===== src/rtl/pdm_cfg_pkg.sv =====
// Shared opcodes, FSM encoding and error-bit positions for the PDM config sequencer.
package pdm_cfg_pkg;
  localparam logic [1:0] OP_REG_WR   = 2'b00;
  localparam logic [1:0] OP_COEF_PTR = 2'b01;
  localparam logic [1:0] OP_COEF_DAT = 2'b10;
  localparam logic [1:0] OP_COMMIT   = 2'b11;

  typedef enum logic [1:0] {
    IDLE        = 2'd0,
    COEF_REQ    = 2'd1,
    COMMIT_WAIT = 2'd2
  } state_t;

  localparam logic [5:0] ERR_CLR_ADDR = 6'h3F;

  localparam int ERR_BAD_ADDR = 0;
  localparam int ERR_OVERRUN  = 1;
  localparam int ERR_TIMEOUT  = 2;
endpackage


===== src/rtl/pdm_cfg_shadow_bank.sv =====
// Shadow/active register pair: writes land in shadow, commit copies the whole bank at once.
module pdm_cfg_shadow_bank
  import pdm_cfg_pkg::*;
#(
  parameter int NUM_REGS = 8
) (
  input  logic                  clk,
  input  logic                  rst_n,
  input  logic                  wr_en,
  input  logic [5:0]            wr_addr,
  input  logic [7:0]            wr_data,
  input  logic                  commit,
  output logic [NUM_REGS*8-1:0] cfg_active,
  output logic                  cfg_update
);
  logic [NUM_REGS-1:0][7:0] shadow;

  always_ff @(posedge clk or negedge rst_n) begin
    if (!rst_n) begin
      shadow     <= '0;
      cfg_active <= '0;
      cfg_update <= 1'b0;
    end else begin
      cfg_update <= commit;
      if (commit) cfg_active <= shadow;
      for (int i = 0; i < NUM_REGS; i++)
        if (wr_en && wr_addr == 6'(i)) shadow[i] <= wr_data;
    end
  end
endmodule


===== src/rtl/pdm_cfg_ctrl.sv =====
// SPI command decoder / commit sequencer for the PDM pitch filter configuration.
// Optional ack watchdog on coefficient writes: define PDM_CFG_ACK_WDT_EN.
module pdm_cfg_ctrl
  import pdm_cfg_pkg::*;
#(
  parameter int NUM_REGS    = 8,
  parameter int COEF_DEPTH  = 32,
  parameter int ACK_TIMEOUT = 255,
  localparam int COEF_AW    = $clog2(COEF_DEPTH)
) (
  input  logic                  clk,
  input  logic                  rst_n,
  input  logic                  word_valid,
  input  logic [15:0]           word,
  input  logic                  frame_strobe,
  output logic [NUM_REGS*8-1:0] cfg_active,
  output logic                  cfg_update,
  output logic                  coef_wr_req,
  output logic [COEF_AW-1:0]    coef_wr_addr,
  output logic [11:0]           coef_wr_data,
  input  logic                  coef_wr_ack,
  output logic [2:0]            err_flags,
  output logic                  busy
);
  localparam logic [6:0]         NUM_REGS_W = 7'(NUM_REGS);
  localparam logic [COEF_AW-1:0] PTR_LAST   = COEF_AW'(COEF_DEPTH - 1);

  state_t             state;
  logic [COEF_AW-1:0] ptr;
  logic [2:0]         err;

  logic [1:0] op;
  logic [5:0] reg_addr;
  logic       decode, wr_en, err_clr, bad_addr, overrun, commit, timeout;

  assign op       = word[15:14];
  assign reg_addr = word[13:8];
  assign decode   = word_valid && (state == IDLE);
  assign wr_en    = decode && (op == OP_REG_WR) && ({1'b0, reg_addr} < NUM_REGS_W);
  assign err_clr  = decode && (op == OP_REG_WR) && (reg_addr == ERR_CLR_ADDR);
  assign bad_addr = decode && (op == OP_REG_WR) && !err_clr && !wr_en;
  assign overrun  = word_valid && (state != IDLE);
  // Only a strobe seen while already waiting counts, so one arriving with COMMIT is skipped.
  assign commit   = (state == COMMIT_WAIT) && frame_strobe;

`ifdef PDM_CFG_ACK_WDT_EN
  localparam int               CNT_W    = $clog2(ACK_TIMEOUT + 1);
  localparam logic [CNT_W-1:0] CNT_LAST = CNT_W'(ACK_TIMEOUT - 1);
  logic [CNT_W-1:0] wdt_cnt;
  assign timeout   = (state == COEF_REQ) && !coef_wr_ack && (wdt_cnt == CNT_LAST);
  assign err_flags = err;
`else
  assign timeout   = 1'b0;
  assign err_flags = {1'b0, err[1:0]};
`endif

  assign busy = (state != IDLE);

  always_ff @(posedge clk or negedge rst_n) begin
    if (!rst_n) begin
      state        <= IDLE;
      ptr          <= '0;
      err          <= '0;
      coef_wr_req  <= 1'b0;
      coef_wr_addr <= '0;
      coef_wr_data <= '0;
`ifdef PDM_CFG_ACK_WDT_EN
      wdt_cnt      <= '0;
`endif
    end else begin
      // A new error event outranks a clear landing on the same edge.
      err <= (err_clr ? 3'b000 : err) | {timeout, overrun, bad_addr};
      case (state)
        IDLE: if (word_valid) begin
          case (op)
            OP_COEF_PTR: ptr <= word[COEF_AW-1:0];
            OP_COEF_DAT: begin
              state        <= COEF_REQ;
              coef_wr_req  <= 1'b1;
              coef_wr_addr <= ptr;
              coef_wr_data <= word[11:0];
`ifdef PDM_CFG_ACK_WDT_EN
              wdt_cnt      <= '0;
`endif
            end
            OP_COMMIT: state <= COMMIT_WAIT;
            default: ;
          endcase
        end
        COEF_REQ: begin
          if (coef_wr_ack) begin
            coef_wr_req <= 1'b0;
            ptr         <= (ptr == PTR_LAST) ? '0 : ptr + 1'b1;
            state       <= IDLE;
          end else if (timeout) begin
            coef_wr_req <= 1'b0;
            state       <= IDLE;
          end
`ifdef PDM_CFG_ACK_WDT_EN
          else wdt_cnt <= wdt_cnt + 1'b1;
`endif
        end
        COMMIT_WAIT: if (frame_strobe) state <= IDLE;
        default: state <= IDLE;
      endcase
    end
  end

  pdm_cfg_shadow_bank #(.NUM_REGS(NUM_REGS)) u_bank (
    .clk        (clk),
    .rst_n      (rst_n),
    .wr_en      (wr_en),
    .wr_addr    (reg_addr),
    .wr_data    (word[7:0]),
    .commit     (commit),
    .cfg_active (cfg_active),
    .cfg_update (cfg_update)
  );
endmodule


===== config.mk =====
export PLATFORM = sky130hd
export DESIGN_NAME = pdm_cfg_ctrl
export DESIGN_NICKNAME = d
export VERILOG_FILES = /design/src/rtl/pdm_cfg_pkg.sv /design/src/rtl/pdm_cfg_shadow_bank.sv /design/src/rtl/pdm_cfg_ctrl.sv
export SDC_FILE = /design/constraint.sdc
export NUM_CORES = 1
export LEC_CHECK = 0
export ABC_AREA = 0
export ABC_CLOCK_PERIOD_IN_PS = 2450
export CORE_MARGIN = 1
export CORE_UTILIZATION = 52
export DETAILED_ROUTE_END_ITERATION = 12
export PLACE_DENSITY = 0.91
export SETUP_SLACK_MARGIN = 0.2
export SLEW_MARGIN = 20
export SYNTH_ARGS = -nofsm -noshare
export SYNTH_HDL_FRONTEND = slang
export SYNTH_SLANG_ARGS = --single-unit

===== constraint.sdc =====
create_clock -name clk -period 2.45 [get_ports clk]
set_clock_uncertainty 0.15 [all_clocks]
set_input_delay 0.6125 -clock clk [delete_from_list [all_inputs] [get_ports clk]]
set_output_delay 0.6125 -clock clk [all_outputs]
set_load 0.03 [all_outputs]

; Word level (Yosys, flattened, before mapping)
; Index checks and enable logic that the tools add are counted.
[classes]
n_addsub = 1
n_lt_le_gt_ge = 1
eq_ne = 20
mux = 15
bitwise_logic = 1
reduce_logical = 27
[op_table]
columns = op, n
row1 = "6-bit by 3-bit == test with 1-bit output, second input constant", 4
row2 = 5-bit two-way mux, 4
row3 = 1-bit logical AND, 16
row4 = "6-bit by 2-bit == test with 1-bit output, second input constant", 2
row5 = 4-bit AND reduction, 3
row6 = 5-bit one-hot mux with 2 select lines, 1
row7 = "2-bit == test, second input constant", 3
row8 = "6-bit by 1-bit == test with 1-bit output, second input constant", 1
row9 = "6-bit == test, second input constant", 1
row10 = 6-bit logical NOT, 1
row11 = "6-bit by 4-bit less-than comparator with 1-bit output, second input constant", 1
row12 = 2-bit two-way mux, 3
row13 = "2-bit != test, second input constant", 3
row14 = 2-bit one-hot mux with 3 select lines, 1
row15 = "5-bit by 1-bit adder with 5-bit output, second input constant", 1
row16 = "5-bit == test, second input constant", 1
row17 = "2-bit by 1-bit == test with 1-bit output, second input constant", 2
row18 = 2-bit logical NOT, 2
row19 = "2-bit by 1-bit != test with 1-bit output, second input constant", 2
row20 = 2-bit one-hot mux with 2 select lines, 1
row21 = 2-bit nonzero test, 2
row22 = 1-bit two-way mux, 3
row23 = 3-bit two-way mux, 1
row24 = "3-bit by 1-bit != test with 1-bit output, second input constant", 1
row25 = other kinds (4), 5
[totals]
ff_bits = 157
in_bits = 21
output_inout_bits = 87
word_cells = 81

; Longest topological paths before layout
[logic_depth]
word_depth = 8
mapped_depth = 6
ltp_nobuf = 6

; Hierarchy
; A second synthesis with hierarchy kept.
[unflattened]
cells_unflattened = 384
area_unflattened_um2 = 6189.7
[modules_own_cells]
columns = module, n_inst, cells_each, area_per_inst_um2, seq_area_each_um2
row1 = pdm_cfg_shadow_bank, 1, 281, 4874.7, 3228.1
row2 = pdm_cfg_ctrl, 1, 103, 1315.0, 675.6

; Worst setup path after synthesis
; OpenSTA, ideal clock, no wires.
[synth_path]
kind = reg-to-reg
start = register ptr[0]
end = register ptr[2]
setup_ps = 65
arrival_time_ps = 1927
required_time_ps = 2235
setup_slack_ps = 308
stages_incl_launch_ff = 7
n_path_buf = 0
synth_period_minus_slack_ps = 2142
path_cell_list = dfrtp_1 > ha_1 > and3_1 > ha_1 > or3b_2 > a2111oi_0 > or3_1
[synth_via]
elab_chain_len = 4
elab_cells_between_ends = 5
cone_classes = add/sub (1) / eq/ne (1) / mux (3)
[synth_lines]
columns = element, line_no
row1 = start: declaration, pdm_cfg_ctrl.sv:29  ; logic [COEF_AW-1:0] ptr;
row2 = start signal: assignment, pdm_cfg_ctrl.sv:76  ; OP_COEF_PTR: ptr <= word[COEF_AW-1:0];
row3 = start signal: assignment, pdm_cfg_ctrl.sv:93  ; ptr <= (ptr == PTR_LAST) ? '0 : ptr + 1'b1;
row4 = 5-bit by 1-bit adder with 5-bit output / 5-bit == test (equally long branches), pdm_cfg_ctrl.sv:93
row5 = 5-bit two-way mux (*), pdm_cfg_ctrl.sv:93
row6 = 5-bit two-way mux (*), pdm_cfg_ctrl.sv:91  ; if (coef_wr_ack) begin
row7 = 5-bit one-hot mux with 2 select lines (*), pdm_cfg_ctrl.sv:73  ; case (state)
; Every way passes the cells marked *; elsewhere a longest branch is shown, timed or not. The select of a mux whose other input is x is not followed.
; A chain may end at the register's enable or synchronous reset.

; Final worst setup path
[layout_path]
start = register u_bank.cfg_active[38]
end = output port cfg_active[38]
[layout_lines]
columns = element, line_no
row1 = start: declaration, pdm_cfg_shadow_bank.sv:13  ; output logic [NUM_REGS*8-1:0] cfg_active,
row2 = start signal: assignment, pdm_cfg_shadow_bank.sv:25  ; if (commit) cfg_active <= shadow;
row3 = end: declaration, pdm_cfg_ctrl.sv:16  ; output logic [NUM_REGS*8-1:0] cfg_active,
; No word-level cell between the ends.

==> reports/results.tsv <==
metric	value	unit
Core Rows	39	
Max H-tree Level	4	
worst-case clock buffer depth	2	
top post-synthesis cells by area	dfrtp_1, mux2_2, nand4_2, buf_2, buf_4	
hold_ws	352.3	ps
LEAKAGE	0.004596	uW
worst hold path class	reg2reg	
worst-path maximum fanout	2	
vias in the first global route	4188	
Slew @ Worst Pin	606.0	ps
worst vdd ir	0.0004228	V
WP depth	1	
minimum clock period	2225	ps
clk sinks	156	
CP Buf/Inv Count	1	
post-synthesis adder-cell area fraction	0.4049	%
cell with the most instances after synthesis	dfrtp_1	
Unique masters post-synth	46	
Pins Over Slew Limit	0	
Worst Path Arrival	1460	ps
power per standard cell area	788.6	nW/um^2
mux cell area share after synthesis	27.31	%
top-area cell type share of the netlist area	63.16	%
final setup violation count	0	
crit path cell chain	clkdlybuf4s50_1	
initial antenna violation count	0	
Iter 0 DRT Violations	150	
ys async rst share	100.0	%
Root Driver	clkbuf_16	
Post-synth EDFFs	0	
crit path launch type	flop	
Post-synth top cells	dfrtp_1, mux2_2, buf_2	
CTS buffer count	17	
Synth area leader	dfrtp_1	
vias	3773	
Top Ports	108	
DP Area	7707	um^2
Worst-Skew Late Latency	420	ps
final setup TNS	0	ps
Synthesized Nets	412	
Routed Antenna Nets	0	
Setup CP Type	reg2out	
post-route design area	8399	um^2
Seq/Total Area, Yosys	63.16	%
r2r worst-path depth	6	
top cell family by delay on the critical path	buffers and inverters	
height of the die	111.0	um
Post-Synth XOR/XNOR Area	0	%
pin count of the biggest net entering global routing	61	
DP Wirelength	9134	um
failing checks	design-rule violations	
grt ovf	0	
share of layout cells above drive strength 1	42.83	%
Die Footprint	12330	um^2
crit-path max cell delay	680	ps
CP required	1690	ps
area fraction in compound gates after synthesis	1.599	%
Main synth FF type	dfrtp_1	
Die X-Extent	111.0	um
Final GP Congestion	0.8359	
largest family of logic cells by synthesized area	multiplexers	
Synth Area in Simple Gates	5.364	%
RSZ-0062 raised after global routing	no	
vias per cell	5.492	
Hold Path Depth	1	
Post-Syn Area	6181	um^2
Fmax	449.4	MHz
Mean Syn Cell Area	15.89	um^2
Final nets	554	
Max-Cap Viols	0	
Clk pin slew, worst setup/hold paths	60	ps
Synth warnings	0	
Synth Register Bits	156	
IO Port Bufs	106	
first-pass GRT wire length	23010	um
Area Growth Syn to Fin	35.89	%
fin crit share	90.83	%
Initial Utilization	53.67	%
all-layer global routing usage	24.89	%
Critical Path Sink Type	primary output	
Worst slew margin	59.47	%
Final Hold Fails	0	
Routed WL	13910	um
Mapped Cells	389	
status	complete, but fails checks	
TritonCTS clock tree	done	
number of remaining DRC errors	16	
Wirelength per Cell	20.25	um
drt first pass iters	10	
n_diodes	0	
core box area	11520	um^2
CP max stage cell	clkdlybuf4s50_1	
area by class of cell:
| class | instances | area, um^2 |
|---|---|---|
| fill | 764 | 3117 |
| clock inverter | 12 | 138.9 |
| multi-input combinational | 207 | 2183 |
| timing repair buffer | 144 | 1519 |
| inverter | 5 | 18.77 |
| tap | 143 | 178.9 |
| clock buffer | 20 | 456.7 |
| sequential | 156 | 3904 |
cells in the final DEF, fill, tap and decap left out, types with 3 or more instances in the layout:
cell / count
clkdlybuf4s50_1: 66
dfrtp_1: 156
mux2_2: 147
nand2_1: 5
clkbuf_16: 17
dlygate4sd2_1: 9
clkinvlp_4: 4
nand4_2: 5
buf_12: 9
dlymetal6s2s_1: 29
buf_4: 28
inv_1: 5
clkinv_4: 3
metal layers:
metal / wire length (um) / track usage [%] / vias up
met5: 0 / 0 / -
met4: 337 / 10.18 / 0
met3: 463 / 5.030 / 26
met2: 7031 / 41.38 / 94
met1: 6079 / 32.14 / 1962
li1: - / - / 1691
through the flow:
stage,std cells,power [uW],util [%],setup WS [ps]
5_1_grt,687,6882,72.94,189.9
6_report,687,6624,72.94,224.8
4_1_cts,687,6667,72.15,200.7
3_3_place_gp,654,4034,66.93,-114.7
2_1_floorplan,389,3515,-,308.1
3_5_place_dp,654,4072,66.93,-157.3
logic make-up after synthesis:
| kind of cell | Yosys count |
|---|---|
| compound gates | 13 |
| fa+ha+maj | 2 |
| buf+inv | 26 |
| flops | 156 |
| mux | 150 |
| other cells | 1 |
| simple gates | 41 |
final timing paths:
path / slack, ps / end / startpoint
hold reg to reg: 350 / u_bank.cfg_active[51] / u_bank.cfg_active[51]
max in group asynchronous: 1010 / u_bank.shadow[26] / rst_n
setup reg to reg: 290 / ptr[2] / ptr[1]
hold / removal: 350 / u_bank.cfg_active[51] / u_bank.cfg_active[51]
min in group asynchronous: 520 / u_bank.cfg_active[60] / rst_n
setup / recovery: 220 / cfg_active[38] / u_bank.cfg_active[38]
power by group:
part / switching [uW] / total [uW] / internal [uW]
registers: 146 / 2920 / 2770
logic: 606 / 1090 / 482
clock network: 1050 / 2620 / 1560
total: 1810 / 6620 / 4820
sequential cells by signal, indices dropped and copies added, names as in the netlist:
name and count:
state 2, u_bank.cfg_active 64, ptr 5, coef_wr_data 12, coef_wr_req 1, u_bank.shadow 64
err 2, u_bank.cfg_update 1, coef_wr_addr 5
what timing repair did:
| action | CTS | global route |
|---|---|---|
| hold buffers | 1 | 0 |
| hold endpoints to repair | 34 | 0 |
| resized for setup | 13 | 33 |
| setup endpoints to repair | 11 | 39 |
| buffers inserted | 0 | 0 |
| pin swaps | 0 | 1 |
| cloned | 0 | 0 |
Note: power is estimated with default switching activity, not from simulation.
